**src/rtl/pwm_deadtime.sv**
```systemverilog
// Dead-time insertion: turns a single-ended PWM into a complementary
// high-side/low-side gate-drive pair with a programmable blanking gap
// around every transition and a latched fault shutdown.
module pwm_deadtime #(
    parameter int unsigned DT_WIDTH = 8
) (
    input  logic                clk,
    input  logic                reset,
    input  logic                enable,
    input  logic                pwm_in,
    input  logic [DT_WIDTH-1:0] dead_time,
    input  logic                fault,
    input  logic                clear_fault,
    output logic                hi_out,
    output logic                lo_out,
    output logic                fault_latched
);

    localparam logic [2:0] S_OFF    = 3'd0;
    localparam logic [2:0] S_DT_HI  = 3'd1;
    localparam logic [2:0] S_HI     = 3'd2;
    localparam logic [2:0] S_DT_LO  = 3'd3;
    localparam logic [2:0] S_LO     = 3'd4;
    localparam logic [2:0] S_FAULT  = 3'd5;

    logic [2:0]          state_q, state_d;
    logic [DT_WIDTH-1:0] cnt_q, cnt_d;
    logic                pwm_q, pwm_d;
    logic                hi_q, hi_d;
    logic                lo_q, lo_d;
    logic                flt_q, flt_d;
    logic                dt_zero;
    logic                cnt_done;

    assign dt_zero  = (dead_time == '0);
    assign cnt_done = (cnt_q <= DT_WIDTH'(1));

    // Next-state, dead-time counter and output decode
    always_comb begin
        state_d = state_q;
        cnt_d   = cnt_q;
        pwm_d   = pwm_in;

        if (fault) begin
            state_d = S_FAULT;
        end else if (state_q == S_FAULT) begin
            if (clear_fault) begin
                state_d = S_OFF;
            end
        end else if (!enable) begin
            state_d = S_OFF;
        end else begin
            case (state_q)
                S_OFF: begin
                    cnt_d = dead_time;
                    if (pwm_q) begin
                        state_d = dt_zero ? S_HI : S_DT_HI;
                    end else begin
                        state_d = dt_zero ? S_LO : S_DT_LO;
                    end
                end
                S_HI: begin
                    if (!pwm_q) begin
                        cnt_d   = dead_time;
                        state_d = dt_zero ? S_LO : S_DT_LO;
                    end
                end
                S_LO: begin
                    if (pwm_q) begin
                        cnt_d   = dead_time;
                        state_d = dt_zero ? S_HI : S_DT_HI;
                    end
                end
                S_DT_HI: begin
                    // A reversal restarts the full dead time toward the other side
                    if (!pwm_q) begin
                        cnt_d   = dead_time;
                        state_d = S_DT_LO;
                    end else if (cnt_done) begin
                        state_d = S_HI;
                    end else begin
                        cnt_d = cnt_q - DT_WIDTH'(1);
                    end
                end
                S_DT_LO: begin
                    if (pwm_q) begin
                        cnt_d   = dead_time;
                        state_d = S_DT_HI;
                    end else if (cnt_done) begin
                        state_d = S_LO;
                    end else begin
                        cnt_d = cnt_q - DT_WIDTH'(1);
                    end
                end
                default: begin
                    state_d = S_OFF;
                end
            endcase
        end

        hi_d  = (state_d == S_HI);
        lo_d  = (state_d == S_LO);
        flt_d = (state_d == S_FAULT);
    end

    // State, counter, input sample and registered outputs
    always_ff @(posedge clk or posedge reset) begin
        if (reset) begin
            state_q <= S_OFF;
            cnt_q   <= '0;
            pwm_q   <= 1'b0;
            hi_q    <= 1'b0;
            lo_q    <= 1'b0;
            flt_q   <= 1'b0;
        end else begin
            state_q <= state_d;
            cnt_q   <= cnt_d;
            pwm_q   <= pwm_d;
            hi_q    <= hi_d;
            lo_q    <= lo_d;
            flt_q   <= flt_d;
        end
    end

    assign hi_out        = hi_q;
    assign lo_out        = lo_q;
    assign fault_latched = flt_q;

endmodule
```
**config.mk**
```make
export PLATFORM = sky130hd
export DESIGN_NAME = pwm_deadtime
export DESIGN_NICKNAME = d
export VERILOG_FILES = /design/src/rtl/pwm_deadtime.sv
export SDC_FILE = /design/constraint.sdc
export NUM_CORES = 1
export LEC_CHECK = 0
export ABC_AREA = 1
export CAP_MARGIN = 25
export CORE_MARGIN = 1
export CORE_UTILIZATION = 42
export CTS_CLUSTER_SIZE = 24
export DETAILED_ROUTE_END_ITERATION = 8
export PLACE_DENSITY = 0.67
export SLEW_MARGIN = 25
export SYNTH_ARGS = -nofsm -noshare
export SYNTH_HDL_FRONTEND = slang
export SYNTH_SLANG_ARGS = --single-unit
```
**constraint.sdc**
```tcl
create_clock -name clk -period 1.35 [get_ports clk]
set_input_delay 0.27 -clock clk [delete_from_list [all_inputs] [get_ports clk]]
set_output_delay 0.27 -clock clk [all_outputs]
set_load 0.01 [all_outputs]
```
Word-level counts from Yosys, hierarchy flattened. Index checks and enable logic that the tools add are counted.

Add/subtract/negate cells: 1. Magnitude comparators: 1. Eq/ne operators: 10. Multiplexer cells: 20. Bitwise gates (word level): 2. Reduce and logical (&&, ||, !) cells: 4.

Operators by type and width (number): two-way mux 8 bit (5); one-hot mux 8 bit (5 select lines) (1); two-way mux 3 bit (12); one-hot mux 3 bit (5 select lines) (1); == test 3 bit, second input constant (4); == test 3 x 2 -> 1 bit, second input constant (3); less-or-equal comparator 8 x 1 -> 1 bit, second input constant (1); zero test 8 bit (1); subtractor 8 x 1 -> 8 bit, second input constant (1); AND reduction 6 bit (1); nonzero test 5 bit (1); inequality test 2 bit, second input constant (2); == test 3 x 1 -> 1 bit, second input constant (1); zero test 3 bit (1); two-way mux 2 bit (1); NOT 1 bit (2).

Bits in registers: 15. Input port bits: 14. Word-level logic and storage cells: 44.

Logic depth before layout (Yosys ltp).
Depth after elaboration: 8. Gate-level depth with buffers: 12. Gate-level depth less buffers: 12.

Least setup slack after synthesis. OpenSTA, ideal clock, no wires.

Path type: register to register. From: reg cnt_q[1]. To: reg hi_q (netlist: hi_out). Arrival time: 1330 ps. Data required time: 1233 ps. Slack: -97 ps. Cell stages (with the launch flop): 12. Period minus slack after synthesis: 1447 ps. Path through: dfrtp_1 > inv_1 > ha_1 > nor2_1 > nor2_2 > nand2_4 > nand2_1 > nand3_1 > nor2_1 > nor2_2 > nand2_1 > nor2_1.

Cells in the longest elaborated chain, start to end: 8. Elaborated cells on any way between the ends: 10.

RTL lines: start, declared (line 27) `logic [DT_WIDTH-1:0] cnt_q, cnt_d;`; start signal, assigned (line 117) `cnt_q <= cnt_d;`; less-or-equal comparator 8 x 1 -> 1 bit (*) (line 36) `assign cnt_done = (cnt_q <= DT_WIDTH'(1));`; two-way mux 3 bit (on tied branches) (line 89, 79); two-way mux 3 bit (on tied branches) (line 86, 76); one-hot mux 3 bit (5 select lines) (*) (line 53) `case (state_q)`; two-way mux 3 bit (*) (line 50) `end else if (!enable) begin`; two-way mux 3 bit (*) (line 46) `end else if (state_q == S_FAULT) begin`; two-way mux 3 bit (*) (line 44) `if (fault) begin`; net state_d[1] (line 26) `logic [2:0] state_q, state_d;`; == test 3 x 2 -> 1 bit (*) (line 101) `hi_d = (state_d == S_HI);`; net hi_d (line 29) `logic hi_q, hi_d;`; end signal, assigned (line 119) `hi_q <= hi_d;`; end, declared (line 29).

The timed path passes the listed nets; every way through them passes the cells marked *. A chain may end at the register's enable or synchronous reset.

Final worst setup path.
From: reg cnt_q[1]. To: reg lo_q (netlist: lo_out).

Cells in the longest elaborated chain, start to end: 8. Elaborated cells on any way between the ends: 10.

RTL lines: less-or-equal comparator 8 x 1 -> 1 bit (*) (line 36); two-way mux 3 bit (on tied branches) (line 89, 79); two-way mux 3 bit (on tied branches) (line 86, 76); one-hot mux 3 bit (5 select lines) (*) (line 53); two-way mux 3 bit (*) (line 50); two-way mux 3 bit (*) (line 46); two-way mux 3 bit (*) (line 44); == test 3 bit (*) (line 102) `lo_d = (state_d == S_LO);`; net lo_d (line 30) `logic lo_q, lo_d;`; end signal, assigned (line 120) `lo_q <= lo_d;`; end, declared (line 30).

Marks and branches as above.

==> flow_summary_export.csv <==
group,metric,value,unit
critical_path,crit_fanout,5,
power_and_ir_drop,intPower,1.10,mW
critical_path,worstPathArrival,1.75,ns
timing,finalSetupTns,-1.44,ns
timing,fin_ws,-0.156,ns
synthesis,syn_inst,168,
synthesis,synth.top_cell.area_share,34.3,%
placed_design,place_ws,-0.599,ns
finish,finish.utilization,66.2,%
power_and_ir_drop,p_sw_share,38.9,%
clock_network,cts_made_buffers,3,
critical_path,cp.required,1.59,ns
power_and_ir_drop,peakVddDrop,0.000931,V
placed_design,hpwlAfterDp,2220,um
finish,instances_no_fill,245,
synthesis,seq_area_frac_synth,34.3,%
critical_path,reg2reg_from,"cnt_q[1]",
finish,layout-drive-gt1-share,34.0,%
timing,fin_worst_skew,0.00391,ns
critical_path,critPathLaunchType,"flop",
timing,rsz0062_at_grt,"true",
clock_network,clk_path_buf_depth,2,
synthesis,synth_most_common_cell,"nand2_1",
clock_network,clkTransAtPathRegs,0.10,ns
grt,track_usage,24.5,%
clock_network,clk_latency,0.30,ns
floorplanning,io_pins,17,
finish,areaGrowthSynthToFinish,49.8,%
grt,overflow,0,
synthesis,yosys_register_bits,15,
timing,finalSetupViolations,13,
flow_run,maxCapViolations,0,
hold_path,hp-class,"in2async",
drt,drtIter0Drc,24,
grt,met2_usage,44.7,%
clock_network,clkSinkCount,15,
placed_design,dp.cells,235,
floorplanning,die_h,53.1,um
drt,wl,2930,um
grt,grt_max_degree,16,
timing,hold_viol,0,
finish,num_antenna_cells,0,
critical_path,crit_path_end_kind,"flop",
timing,slew_viol_final,0,
placed_design,place.gp.congestion,0.834,
grt,grt_pass1_wl,4950,um
finish,nFillCells,233,
drt,dr_total_vias,1235,
power_and_ir_drop,p_leak,0.871,nW
synthesis,syn-cell-area,0.00109,sq mm
critical_path,path_class,"reg2reg",
power_and_ir_drop,p_seq_share,33.3,%
floorplanning,die-area,0.00281,sq mm
timing,finalCritPeriodShare,112,%
critical_path,r2r_end,"lo_out",
synthesis,synth_edf_count,0,
floorplanning,start_util,44.2,%
power_and_ir_drop,combPwrFrac,50.8,%
grt,use_met3,6.61,%
status,violations,"negative setup slack",
synthesis,synthesis.nets,185,
clock_network,tritoncts,"yes",
floorplanning,rows,18,
timing,worst_pin_slew,0.256,ns
finish,nets,233,
synthesis,synthDistinctLibCells,21,
drt,wl_per_cell,11.9,um
synthesis,ys_async_sr_fraction,100,%
clock_network,cts_max_level,1,
drt,drc,0,
critical_path,rr_worst_depth,10,
power_and_ir_drop,p_switching,704,uW
synthesis,yosys.area.top_type,"dfrtp_1",
floorplanning,die_x,53.1,um
synthesis,yosysWarnings,0,
power_and_ir_drop,p_clk_share,16.0,%
power_and_ir_drop,power.density,1100,mW/mm^2
grt,use_met1,26.9,%
timing,max_slew_margin,82.8,%
timing,finalCriticalPeriod,1.51,ns
grt,antenna_found_initial,0,
synthesis,ys.flop_type,"dfrtp_1",
grt,first_global_vias,1234,
drt,ant_nets,0,
timing,fmax,0.664,GHz
drt,vias_per_cell,5.04,
synthesis,synth_top_cells_by_area,"dfrtp_1 34%, nand2_1 19%, nor2_1 6.9%",
synthesis,yosys-top-cells-count,"54 x nand2_1, 20 x nor2_1, 15 x dfrtp_1, 14 x inv_1, 11 x inv_2",
grt,top_usage_layer,"met2",
synthesis,postSynthAreaPerCell,6.52,sq um
status,status,"complete, but fails checks",
critical_path,reg2reg_slack,-0.16,ns
floorplanning,coreArea,0.00248,sq mm
clock_network,cts_root_buf,"clkbuf_4",
drt,drt_first_pass_iters,4,
placed_design,portBuffers,16,
logic make-up (layout without fill, tap and decap cells):
group	after synthesis	count (layout)	synth area share [%]
compound gates	21	21	9.94
buf+inv	27	74	9.94
xor+xnor	4	4	3.20
simple gates	98	98	39.2
flops	15	15	34.3
fa+ha+maj	3	3	3.43
repair_timing:
item,4_1_cts,5_1_grt
buffers inserted,5,1
hold buffers,0,0
resized for setup,27,9
setup endpoints to repair,17,14
pin swaps,16,16
power groups by stage:
stage / Clock (mW) / Sequential, mW / Combinational (mW)
floorplan: 0 / 0.616 / 0.392
global placement: 0 / 0.604 / 0.727
detailed placement: 0 / 0.609 / 0.747
CTS: 0.295 / 0.601 / 0.888
global route: 0.310 / 0.611 / 1.03
finish: 0.289 / 0.602 / 0.918
cell usage in the layout, fill, tap and decap left out:
cell type        synthesis  final
o21ai_1                  9     12
nand2_1                 54     49
buf_4                    0     26
clkbuf_4                 0      3
nand3_2                  0      2
inv_2                   11     14
nor2_4                   0      3
buf_6                    1      1
nand2_4                  1      1
nor2_2                   6      7
a21oi_1                  4      4
dlygate4sd2_1            0      5
nand4_1                  2      2
nor3_4                   1      1
nand2_2                  3      8
clkinv_1                 1      1
nor2_1                  20     16
buf_12                   0      1
nand3_1                 10      7
clkinvlp_4               0      1
o21bai_1                 1      1
dfrtp_1                 15     15
o21ai_0                  6      2
inv_1                   14     11
nand3_4                  0      1
ha_4                     0      3
clkdlybuf4s50_1          0      8
nor3_1                   1      1
dlymetal6s2s_1           0      3
o21ai_2                  0      1
xor2_1                   4      4
a31oi_1                  1      1
sequential cells by signal (all words and copies together), names as in the netlist:
signal	flops
pwm_q	1
lo_out	1
fault_latched	1
state_q	3
hi_out	1
cnt_q	8
how the worst max path moves through the flow:
stage                 start             to
2_1_floorplan      cnt_q[0]         hi_out
3_3_place_gp   dead_time[0]         hi_out
3_5_place_dp   dead_time[0]  fault_latched
4_1_cts            cnt_q[0]  fault_latched
5_1_grt            cnt_q[0]         lo_out
6_report           cnt_q[1]         lo_out
per-stage QoR:
step           hold slack, ns  cell area (sq um)  total power [mW]
2_1_floorplan           0.171               1100              1.01
3_3_place_gp            0.466               1460              1.33
3_5_place_dp            0.473               1460              1.36
4_1_cts                 0.266               1610              1.78
5_1_grt                 0.275               1640              1.95
6_report                0.253               1640              1.81
worst max-delay path: stages (launching register included):
cell and delay [ns]:
dfrtp_1 0.39, inv_2 0.10, ha_4 0.17, nor2_4 0.05
nor2_4 0.12, nand2_4 0.09, nand2_2 0.10, nand3_4 0.09
o21bai_1 0.16, nand2_1 0.08, nor2_1 0.09
routing by layer:
| layer | vias to the layer above | part of all wire (%) |
|---|---|---|
| met1 | 571 | 41 |
| met5 | - | 0 |
| met3 | 8 | 5.6 |
| li1 | 616 | - |
| met2 | 40 | 51 |
| met4 | 0 | 1.9 |
area by class of cell:
cell class | count | area [sq um] | share of cell area (%)
timing repair buffer | 44 | 388 | 23.6
tap | 30 | 37.5 | 2.29
clock buffer | 3 | 22.5 | 1.37
sequential | 15 | 375 | 22.9
clock inverter | 1 | 7.51 | 0.458
multi-input combinational | 126 | 712 | 43.4
inverter | 26 | 97.6 | 5.95
(Power assumes the default switching activity.)
